===== src/rtl/collatz_arb.sv =====
// Round-robin arbiter that shares one external collatz iterator among NREQ requesters.
// Grants one start value at a time, counts the sequence length and returns it with an id.
module collatz_arb #(
  parameter int unsigned NREQ     = 4,
  parameter int unsigned CNT_W    = 16,
  parameter int unsigned MAX_ITER = 16'hFFFF
) (
  input  logic                     clk,
  input  logic                     rst_n,
  input  logic [NREQ-1:0]          req_valid,
  input  logic [32*NREQ-1:0]       req_n,
  output logic [NREQ-1:0]          req_ready,
  output logic                     resp_valid,
  input  logic                     resp_ready,
  output logic [$clog2(NREQ)-1:0]  resp_id,
  output logic [CNT_W-1:0]         resp_count,
  output logic                     resp_ovf,
  output logic                     cgo,
  output logic [31:0]              cn,
  input  logic                     cdone
);

  localparam int unsigned IdW = $clog2(NREQ);
  localparam logic [CNT_W-1:0] MaxCnt = CNT_W'(MAX_ITER);
  localparam logic [IdW-1:0] LastId = IdW'(NREQ - 1);

  typedef enum logic [1:0] {StIdle, StLaunch, StRun, StResp} state_e;

  state_e           state_q, state_d;
  logic [IdW-1:0]   rr_q, rr_d;
  logic [IdW-1:0]   id_q, id_d;
  logic [31:0]      cn_q, cn_d;
  logic [CNT_W-1:0] count_q, count_d;
  logic [CNT_W-1:0] res_count_q, res_count_d;
  logic             res_ovf_q, res_ovf_d;

  logic             grant_any;
  logic [IdW-1:0]   grant_id;
  logic [IdW-1:0]   scan_id;
  int unsigned      scan_idx;

  // First valid requester at or after the round-robin pointer.
  always_comb begin
    grant_any = 1'b0;
    grant_id  = '0;
    scan_idx  = 0;
    scan_id   = '0;
    for (int unsigned off = 0; off < NREQ; off++) begin
      scan_idx = (32'(rr_q) + off) % NREQ;
      scan_id  = IdW'(scan_idx);
      if (!grant_any && req_valid[scan_id]) begin
        grant_any = 1'b1;
        grant_id  = scan_id;
      end
    end
  end

  always_comb begin
    state_d     = state_q;
    rr_d        = rr_q;
    id_d        = id_q;
    cn_d        = cn_q;
    count_d     = count_q;
    res_count_d = res_count_q;
    res_ovf_d   = res_ovf_q;
    req_ready   = '0;
    cgo         = 1'b0;

    unique case (state_q)
      StIdle: begin
        // Gated by rst_n so no acceptance is signalled while reset is held.
        if (grant_any && rst_n) begin
          req_ready[grant_id] = 1'b1;
          cn_d                = req_n[32*32'(grant_id) +: 32];
          id_d                = grant_id;
          rr_d                = (grant_id == LastId) ? '0 : grant_id + 1'b1;
          state_d             = StLaunch;
        end
      end
      StLaunch: begin
        cgo     = 1'b1;
        count_d = CNT_W'(1);
        state_d = StRun;
      end
      StRun: begin
        if (cdone) begin
          res_count_d = count_q;
          res_ovf_d   = 1'b0;
          state_d     = StResp;
        end else if (count_q == MaxCnt) begin
          res_count_d = MaxCnt;
          res_ovf_d   = 1'b1;
          state_d     = StResp;
        end else begin
          count_d = count_q + 1'b1;
        end
      end
      StResp: begin
        if (resp_ready) begin
          state_d = StIdle;
        end
      end
      default: state_d = StIdle;
    endcase
  end

  always_ff @(posedge clk) begin
    if (!rst_n) begin
      state_q     <= StIdle;
      rr_q        <= '0;
      id_q        <= '0;
      cn_q        <= '0;
      count_q     <= '0;
      res_count_q <= '0;
      res_ovf_q   <= 1'b0;
    end else begin
      state_q     <= state_d;
      rr_q        <= rr_d;
      id_q        <= id_d;
      cn_q        <= cn_d;
      count_q     <= count_d;
      res_count_q <= res_count_d;
      res_ovf_q   <= res_ovf_d;
    end
  end

  assign resp_valid = (state_q == StResp);
  assign resp_id    = id_q;
  assign resp_count = res_count_q;
  assign resp_ovf   = res_ovf_q;
  assign cn         = cn_q;

endmodule

===== config.mk =====
export PLATFORM = sky130hd
export DESIGN_NAME = collatz_arb
export DESIGN_NICKNAME = d
export VERILOG_FILES = /design/src/rtl/collatz_arb.sv
export SDC_FILE = /design/constraint.sdc
export NUM_CORES = 1
export LEC_CHECK = 0
export ABC_AREA = 1
export BUFFER_PORTS_ARGS = -buffer_cell sky130_fd_sc_hd__clkbuf_2
export CAP_MARGIN = 10
export CORE_ASPECT_RATIO = 2
export CORE_MARGIN = 1
export CORE_UTILIZATION = 45
export CTS_CLUSTER_SIZE = 30
export DETAILED_ROUTE_END_ITERATION = 10
export PLACE_DENSITY = 0.73
export SETUP_SLACK_MARGIN = 0.3
export SLEW_MARGIN = 10
export SYNTH_ARGS = -nofsm -noshare
export SYNTH_HDL_FRONTEND = slang
export SYNTH_SLANG_ARGS = --single-unit

===== constraint.sdc =====
create_clock -name clk -period 2.28 [get_ports clk]
set_input_delay 0.342 -clock clk [delete_from_list [all_inputs] [get_ports clk]]
set_output_delay 0.342 -clock clk [all_outputs]
set_load 0.02 [all_outputs]

# After elaboration in Yosys (flattened, before gate mapping)
# Index checks and enable logic that the tools add are counted.
# word_totals
regBits	71
inputBits	136
elab_cells	78
# op_classes
add_sub_neg	5
n_lt_le_gt_ge	6
eq_ne	10
shifts	1
muxes	34
n_reduce_logical	15
# ops
cell	n
indexed part select 128 x 8 -> 32 bit	1
two-way mux 16 bit	4
one-hot mux 16 bit (2 select lines)	1
two-way mux 2 bit	9
adder 16 x 1 -> 16 bit, second input constant	1
== test 16 bit, second input constant	1
less-than comparator 2 x 3 -> 1 bit, second input constant	5
two-way mux 1 bit	12
binary-select mux 1 bit (select 2 bit)	4
two-way mux 4 bit	2
one-hot mux 2 bit (4 select lines)	1
== test 2 bit, second input constant	3
inequality test 2 bit, second input constant	3
AND reduction 3 bit	2
logical AND 1 bit	5
adder 2 x 1 -> 2 bit, second input constant	2
adder 2 bit, second input constant	2
AND reduction 2 bit	2
nonzero test 2 bit	2
logical NOT 1 bit	3
inequality test 3 bit, second input constant	1
demux 1 bit (select 2 bit)	1
== test 2 x 1 -> 1 bit, second input constant	1
greater-or-equal comparator 2 x 1 -> 1 bit, second input constant	1
2 further kinds	2

# Depth between registers and ports, before layout
# Gate-level depths: netlist (run 1).
# logic_depth
ltp_word	18
mapped_depth	15
mapped_depth_nobuf	14

# Worst setup path before layout (run 1)
# No wires, ideal clock.
# synth_timing
path_type	register to output
start	register rr_q[0]
end	output port req_ready[2]
t_arrival_ns	1.868
path_slack_ns	0.070
stages_incl_launch_ff	13
cell_sequence	dfxtp_1 -> buf_4 -> nand2_1 -> nand2_2 -> nand2_1 -> nand2_1 -> nor2_4 -> nand3_4 -> o21ai_4 -> buf_4 -> ha_1 -> inv_1 -> nor2_1
# synth_via
elab_chain_cells	18
word_cells_on_any_way	33
classes_between	add/sub (3); order compare (2); mux (20); reduce/logical (8)
# synth_lines
element	line_no	source
start, declared	30	logic [IdW-1:0] rr_q, rr_d;
start signal, assigned	118	rr_q <= rr_d;
parallel branches: the longest is 16 deep, another holds less-than comparator 2 x 3 -> 1 bit	-	
two-way mux 4 bit *	72	if (grant_any && rst_n) begin
two-way mux 4 bit *	69	unique case (state_q)
end, declared	12	output logic [NREQ-1:0] req_ready,
# Mark *: on every way between the ends. The select of a mux whose other input is x is not followed.

# Worst setup path in the final report (run 1)
# Ends and elaborated chain as after synthesis.

==> flow_summary.ini, run 1 <==
[routing]
vias = 5251
ant_nets = 0
first_pass_iters = 8
drcViolationCount = 23
viasPerCell = 5.44
initialDrtViolationCount = 287
wl_um = 14600
routedWlPerCell_um = 15.1

[synth]
ys_ff_latch = 71
syn_nets = 812
synthCells = 669
seq_area_frac_synth_pct = 33.1
synth.avg_cell_area_um2 = 6.43
syn_area_mm2 = 0.00430
synth.distinct_cells = 34
ys_top_cells_by_area = dfxtp_1, nand3_1, nand2_1, nor2_1, inv_1
yosys.area.top_type_share_pct = 33.1
yosysWarnings = 0
yosysTopAreaCell = dfxtp_1

[worst_setup_path]
cp-start-kind = flip-flop
path_max_fanout = 9
cpPeakStageDelay_ns = 0.40
worst-r2r-cell-count = 13
crit_type = flip-flop to output port
crit_path_end_kind = output port
critPathArrivalTime_ns = 2.02
crit_required_ns = 1.94
slowest_stage = dfxtp_4
rr_endpoint = cn[5]
cp_cell_sequence = inv_6 -> nand2_1 -> nand2_2 -> nand2_4 -> nand2_2 -> nor2_4 -> nand3_4 -> o21ai_4 -> ha_4 -> inv_2 -> nor2_4 -> buf_8
regToRegSetupSlack_ns = 0.29
r2r-start = rr_q[0]

[min_path]
hold_class = input port to flip-flop
worstHoldPathCells = 5
min_from = req_n[91]
hold_end = cn[27]

[global_route]
grt_pass1_wl_um = 23200
overflow = 0
grtUsageTotal_pct = 29.3
grt_start_max_net_pins = 65
grt_pass1_vias = 4886
grt_antenna_before_repair = 0

[floorplanning]
initial_core_util_pct = 46.1
die_y_um = 140
dieArea_mm2 = 0.00998
rows = 50
io_pins = 193
core_area_mm2 = 0.00932
dieWidth_um = 71.1

[sta]
fin_crit_ns = 2.36
setup_ws_ns = -0.0772
maxSlewHeadroom_pct = 72.5
rsz0062_at_grt = true
post-route-period-util_pct = 103
worst_pin_slew_ns = 0.409
fin_skew_ns = 0.00546
setup_viol = 4
fmax_ghz = 0.424
hold_violations = 0
slew_viol_final = 0

[cells_and_area]
fill_cells = 890
final_common_cell = nand3_1
final_cell_mix = nand3_1, clkbuf_2, nand2_1, dfxtp_1, nor2_1
antennaDiodeCount = 0
area_growth_pct = 39.1
drive_above_1_share_pct = 33.7
finalNonFillerCells = 965
nets = 999

[placed_design]
place_hpwl_um = 10900
numPortBuffers = 192
dp_slack_ns = 0.0576
place.gp.congestion = 0.936
placed_cells = 936

[clock_tree]
htreeDepth = 3
cts_buffers = 9
clk_root_buffer_cell = clkbuf_16
cts_tree = built
insertion_delay_ns = 0.33
clock_path_buffers = 2
cts_sinks = 71
clk_pin_slew_ns = 0.06

[run_status]
violations = design-rule violations, negative setup slack
status = finished, violations left

[power]
p_clk_share_pct = 15.6
peakVddDrop_mv = 1.22
switching_power_w = 0.00455
power_frac_comb_pct = 64.4
switching_share_pct = 49.1
p_int_w = 0.00470
p_leak_nw = 3.04
p_per_area_mw_per_mm2 = 1550
seqPwrFrac_pct = 20.0

[job]
cap_viol_max_count = 0
## flip-flops by register name (all words and copies together), names as in the netlist
register / cells
resp_id: 2
resp_count: 16
cn: 32
rr_q: 2
resp_ovf: 1
count_q: 16
state_q: 2
## power groups by stage
stage	Combinational (W)	Sequential, W	Clock [W]
after floorplan	0.00404	0.00216	0
after global placement	0.00544	0.00184	0
after detailed placement	0.00552	0.00186	0
after CTS	0.00583	0.00184	0.00147
after global routing	0.00660	0.00188	0.00152
final	0.00596	0.00185	0.00144
## cell families (layout without fill, tap and decap cells)
family | count (synthesis) | in the layout | synth area share [%]
DFF | 71 | 71 | 33.1
and+or+nand+nor | 449 | 449 | 47.2
AOI/OAI and AO/OA | 57 | 57 | 7.59
buffers and inverters | 85 | 277 | 10.2
adders and majority gates | 7 | 7 | 2.04
## worst max-delay path: cells and delay by family, from the launching register on
family          cells  cell delay, ns
buf+inv             3            0.22
fa+ha+maj           1            0.17
compound gates      1            0.25
simple gates        7            0.64
flops               1            0.40
## layout make-up
cell class / count / area [µm²] / share of cell area (%)
multi-input cells: 513 / 2640 / 44.2
well taps: 104 / 130 / 2.18
clock buffers: 14 / 274 / 4.58
inverters: 39 / 159 / 2.66
clock inverters: 2 / 37.5 / 0.628
flip-flops and latches: 71 / 1440 / 24.0
repair buffers: 222 / 1300 / 21.8
## Yosys cell counts, drive strengths merged
cell type / count
nor2: 39
nand3b: 2
o21ai: 22
nand2: 181
o22ai: 1
inv: 37
or2: 1
a21boi: 1
clkinv: 2
o211a: 1
nand4: 4
clkbuf: 9
nor3: 6
o21a: 1
a21oi: 18
dfxtp: 71
a31oi: 11
o21bai: 1
o31ai: 1
nand3: 216
buf: 37
ha: 7
## metal layers
layer	vias up	routed length, µm	GRT usage [%]
met5	-	0	0
met4	0	481	12.9
met3	33	942	6.12
met2	216	7870	55.7
met1	2379	5320	29.8
li1	2623	-	-
## stage by stage
| stage | area, µm² | setup TNS, ns | power [W] | hold slack (ns) | utilization (%) |
|---|---|---|---|---|---|
| 6_report | 5980 | -0.237 | 0.00925 | 0.325 | 64.2 |
| 3_5_place_dp | 5360 | 0 | 0.00738 | 0.464 | 57.5 |
| 5_1_grt | 5980 | -0.569 | 0.0100 | 0.347 | 64.2 |
| 3_3_place_gp | 5360 | 0 | 0.00728 | 0.454 | 57.5 |
| 4_1_cts | 5830 | -0.250 | 0.00915 | 0.322 | 62.6 |
| 2_1_floorplan | 4400 | 0 | 0.00620 | 0.452 | - |
## worst max-delay path by stage
stage	from	to	slack, ns	cells after the start
floorplan	rr_q[0]	req_ready[2]	0.29	12
global placement	rr_q[0]	req_ready[1]	0.14	9
detailed placement	count_q[0]	resp_count[5]	0.06	11
CTS	rr_q[0]	req_ready[2]	-0.09	12
global route	rr_q[0]	req_ready[3]	-0.17	14
finish	rr_q[0]	req_ready[2]	-0.08	12
## what timing repair did
| action | in CTS | in global routing |
|---|---|---|
| endpoints found under the hold margin | 0 | 0 |
| hold buffers | 0 | 0 |
| buffers inserted | 6 | 7 |
| gates cloned | 0 | 0 |
| resized for setup | 35 | 25 |
| pin swaps | 8 | 8 |
| setup endpoints to repair | 64 | 65 |
Note: power is estimated with default switching activity, not from simulation.
==> run 2: changes to the inputs <==
Settings changed: MAX_ROUTING_LAYER set to met4.
==> run 2 against run 1 <==
  * The run still ends with design-rule violations, negative setup slack left
  * Combinational power is 21% higher
  * Final area grew 5.4%
  * Hold slack lost 0.017 ns
  * Count of clock-buffer cells in the layout fell by 5
  * Non-clock buffer count is 3 higher
  * Wire length grew 6.5%
  * Total power grew 14%
  * Maximum frequency down 3.1%
  * Sequential power about the same
  * First-iteration DRC count is 48% higher
  * Cell count is 0.31% higher
  * Via count is 4.9% higher
  * Critical endpoint unchanged
  * Largest cell class unchanged
==> flow_summary.ini, run 2 (synthesis gave the netlist of run 1 again) <==
[global_route]
grt_antenna_before_repair = 0
grtUsageTotal_pct = 30.0
overflow = 0
grt_pass1_wl_um = 23100
grt_start_max_net_pins = 65
grt_pass1_vias = 4917

[sta]
slew_viol_final = 0
setup_ws_ns = -0.153
fin_skew_ns = 0.00920
fin_setup_tns_ns = -0.398
hold_violations = 0
post-route-period-util_pct = 107
rsz0062_at_grt = true
fmax_ghz = 0.411
setup_viol = 4
fin_crit_ns = 2.43
maxSlewHeadroom_pct = 70.7
worst_pin_slew_ns = 0.436

[worst_setup_path]
regToRegSetupSlack_ns = 0.13
cpPeakStageDelay_ns = 0.38
crit_required_ns = 1.94
crit_family = simple AND/OR/NAND/NOR gates
cp_cell_sequence = buf_6 -> nand2_4 -> nand2_4 -> nand2_2 -> nand2_2 -> nor2_4 -> nand3_4 -> o21ai_4 -> ha_4 -> inv_2 -> nor2_4 -> buf_8
critPathArrivalTime_ns = 2.09
crit_path_end_kind = output port
crit_type = flip-flop to output port
cp-start-kind = flip-flop
path_max_fanout = 8
slowest_stage = dfxtp_4
path_buf_inv = 3

[routing]
ant_nets = 0
drcViolationCount = 23
wl_um = 15600
routedWlPerCell_um = 16.1
first_pass_iters = 9
viasPerCell = 5.69
vias = 5507
initialDrtViolationCount = 426

[min_path]
hold_class = input port to flip-flop

[floorplanning]
core_area_mm2 = 0.00932
io_pins = 193
die_y_um = 140
initial_core_util_pct = 46.1
dieWidth_um = 71.1
dieArea_mm2 = 0.00998
rows = 50

[power]
p_per_area_mw_per_mm2 = 1670
peakVddDrop_mv = 1.16
p_leak_nw = 3.16

[clock_tree]
cts_tree = built
cts_buffers = 9
clock_path_buffers = 2
clk_root_buffer_cell = clkbuf_16
clk_pin_slew_ns = 0.05
insertion_delay_ns = 0.34
cts_sinks = 71
ctsHoldBuffers = 0
htreeDepth = 3

[cells_and_area]
antennaDiodeCount = 0
finalNonFillerCells = 968
final_cell_mix = clkbuf_2, nand3_1, nand2_1, dfxtp_1
largest_reg_flops = 32
nets = 1002
drive_above_1_share_pct = 37.8
final_common_cell = clkbuf_2
area_growth_pct = 46.6

[placed_design]
numPortBuffers = 192
place.gp.congestion = 0.943
placed_cells = 934
place_hpwl_um = 10600

[run_status]
violations = design-rule violations, negative setup slack
status = finished, violations left

[job]
cap_viol_max_count = 0
-- run 2: cell count changes in the layout (fill, tap and decap cells not counted), sizes merged --
cell,change
bufinv,+1
bufbuf,+1
buf,+2
inv,+2
clkbuf,-5
clkinv,+2
-- run 2: cell type report --
type	instances	area, µm²
Clock buffer	9	225
Clock inverter	7	96.3
Fill cell	802	3020
Inverter	39	163
Multi-Input combinational cell	513	2810
Sequential cell	71	1440
Tap cell	104	130
Timing Repair Buffer	225	1440
-- run 2: metal layers --
layer	track usage, %	vias up	wire [µm]
li1	-	2637	-
met4	15.8	0	630
met1	30.0	2511	5500
met3	5.76	59	1150
met2	53.9	300	8270
met5	-	-	0
-- run 2: power breakdown --
group / total, W / internal [W] / switching, W
logic: 0.00720 / 0.00282 / 0.00438
registers: 0.00185 / 0.00162 / 0.000232
clock network: 0.00151 / 0.000959 / 0.000552
total: 0.0106 / 0.00540 / 0.00516
-- run 2: worst reg2reg max path: cells and delay by family (launching register included) --
family                 cells  cell delay (ns)
AOI/OAI and AO/OA          1             0.26
buffers and inverters      4             0.67
DFF                        1             0.38
and+or+nand+nor            9             0.75
-- run 2: repair_timing --
item | 4_1_cts | 5_1_grt
resized for setup | 40 | 69
cloned | 1 | 3
buffers inserted | 11 | 3
pin swaps | 15 | 5
setup endpoints to repair | 68 | 68
-- run 2: metrics by stage --
stage	power (W)	util, %	instance area (µm²)	hold slack, ns	worst slack, ns
6_report	0.0106	67.6	6300	0.308	-0.153
5_1_grt	0.0113	67.6	6300	0.319	-0.253
4_1_cts	0.00955	63.7	5940	0.298	-0.155
3_5_place_dp	0.00737	57.4	5350	0.447	-0.0334
3_3_place_gp	0.00725	57.4	5350	0.451	0.0777
2_1_floorplan	0.00620	-	4400	0.452	0.289
-- run 2: worst paths after layout --
| path | endpoint | depth (start not counted) | from |
|---|---|---|---|
| setup / recovery | req_ready[2] | 12 | rr_q[0] |
| hold / removal | state_q[0] | 3 | rst_n |
| hold reg to reg | resp_id[1] | 2 | resp_id[1] |
| setup reg to reg | cn[29] | 14 | rr_q[0] |
==> run 3: changes to the inputs <==
Settings changed: HOLD_SLACK_MARGIN set to 0.02, PLACE_DENSITY 0.73 to 0.77.
==> run 3 against run 2 <==
  * The run still ends with design-rule violations, negative setup slack left
  * Global-route usage up 0.81 points
  * Via count down 0.47%
  * Critical path type unchanged
  * Worst setup slack better by 0.069 ns
  * Critical endpoint is now req_ready[1]
  * Combinational power down 2%
  * Utilization up 0.30 points
  * Sequential share of layout area down 0.14 points
  * Cell count up 0.21%
==> flow_summary.ini, run 3 (synthesis gave the netlist of run 1 again) <==
[run_status]
status = finished, violations left
violations = design-rule violations, negative setup slack

[sta]
setup_ws_ns = -0.0842
fin_hold_ws_ns = 0.326
slew_viol_final = 0
post-route-period-util_pct = 104
setup_viol = 4
fmax_ghz = 0.423
worst_pin_slew_ns = 0.447
rsz0062_at_grt = true
fin_crit_ns = 2.36
fin_skew_ns = 0.00388
maxSlewHeadroom_pct = 69.9
hold_violations = 0
fin_setup_tns_ns = -0.279

[routing]
first_pass_iters = 8
routedWlPerCell_um = 16.0
initialDrtViolationCount = 478
vias = 5481
viasPerCell = 5.65
drcViolationCount = 25
wl_um = 15600
ant_nets = 0

[clock_tree]
cts_sinks = 71
cts_buffers = 9
cts_tree = built
clk_root_buffer_cell = clkbuf_16
insertion_delay_ns = 0.32
clk_pin_slew_ns = 0.06
htreeDepth = 3
clock_path_buffers = 2

[floorplanning]
initial_core_util_pct = 46.1
rows = 50
dieWidth_um = 71.1
dieArea_mm2 = 0.00998
core_area_mm2 = 0.00932
io_pins = 193
die_y_um = 140

[worst_setup_path]
cp_cell_sequence = buf_6 -> nand2_4 -> nand2_4 -> nand2_1 -> o21ai_2 -> nand3b_1 -> nand3_4 -> buf_12 -> nor3_4 -> clkbuf_8
crit_required_ns = 1.94
crit_path_end_kind = output port
path_max_fanout = 8
crit_family = simple AND/OR/NAND/NOR gates
critPathArrivalTime_ns = 2.02
slowest_stage = dfxtp_4
rr_endpoint = cn[5]
crit_start = rr_q[0]
crit_type = flip-flop to output port
cp-endpoint = req_ready[1]
r2r-start = rr_q[0]
crit_path_frequent_cell = nand2_4
regToRegSetupSlack_ns = 0.23
cpPeakStageDelay_ns = 0.42
path_buf_inv = 3
cp-start-kind = flip-flop
cp.depth = 10
worst-r2r-cell-count = 14

[global_route]
overflow = 0
grt_pass1_vias = 5109
grt_start_max_net_pins = 65
grt_antenna_before_repair = 1
grtUsageTotal_pct = 30.8
grt_pass1_wl_um = 23500

[cells_and_area]
finalNonFillerCells = 970
largest_reg_flops = 32
area_growth_pct = 47.3
nets = 1004
drive_above_1_share_pct = 39.7
final_common_cell = clkbuf_2
final_cell_mix = clkbuf_2, nand3_1, nand2_1, dfxtp_1, nand3_2
design_area_mm2 = 0.00633

[min_path]
worstHoldPathCells = 5
hold_class = input port to flip-flop

[power]
p_leak_nw = 3.14
p_per_area_mw_per_mm2 = 1610
peakVddDrop_mv = 0.983
total_power_w = 0.0102

[placed_design]
numPortBuffers = 192
place_hpwl_um = 11000
place.gp.congestion = 0.937
placed_cells = 941
place_area_mm2 = 0.00541

[job]
cap_viol_max_count = 0
## run 3: repair_timing
action,in CTS,in global routing
gates cloned,0,1
setup buffers,7,5
pin swaps,9,12
hold buffers,0,0
setup endpoints to repair,58,71
hold endpoints to repair,0,0
resized for setup,34,96
## run 3: how the worst min path moves through the flow
stage | slack (ns) | from | to
final | 0.33 | req_n[67] | cn[3]
after global routing | 0.34 | req_n[67] | cn[3]
after CTS | 0.32 | req_n[80] | cn[16]
after detailed placement | 0.46 | cn[3] | cn[3]
after global placement | 0.46 | resp_count[1] | resp_count[1]
after floorplan | 0.45 | count_q[3] | count_q[3]
## run 3: power by group
part | internal, W | switching (W)
Combinational | 0.00264 | 0.00443
Clock | 0.000788 | 0.000482
Sequential | 0.00161 | 0.000247
Total | 0.00505 | 0.00516
## run 3: cell type report
| cell class | count | area, µm² |
|---|---|---|
| Tap cell | 104 | 130 |
| Clock inverter | 1 | 5.00 |
| Fill cell | 789 | 2990 |
| Timing Repair Buffer | 227 | 1380 |
| Sequential cell | 71 | 1430 |
| Multi-Input combinational cell | 513 | 2950 |
| Clock buffer | 14 | 264 |
| Inverter | 39 | 161 |
| Antenna cell | 1 | 2.50 |
## run 3: metrics by stage
step,util [%],setup WS (ns)
global placement,58.0,0.0514
floorplan,-,0.289
detailed placement,58.0,0.0503
CTS,62.8,-0.103
global route,67.9,-0.200
finish,67.9,-0.0842
## run 3: per-layer routing
metal,part of all wire [%],vias up,global-route usage [%]
li1,-,2631,-
met1,35,2482,28.9
met2,52,305,55.3
met3,7.2,63,6.55
met4,5.7,0,20.1
met5,0,-,-
## run 3: worst reg2reg max path: cells and delay by family (launching register included)
family | cells | cell delay, ns
AND/OR/NAND/NOR | 9 | 0.70
flip-flops | 1 | 0.38
buffers and inverters | 4 | 0.60
AO/OA/AOI/OAI | 1 | 0.25
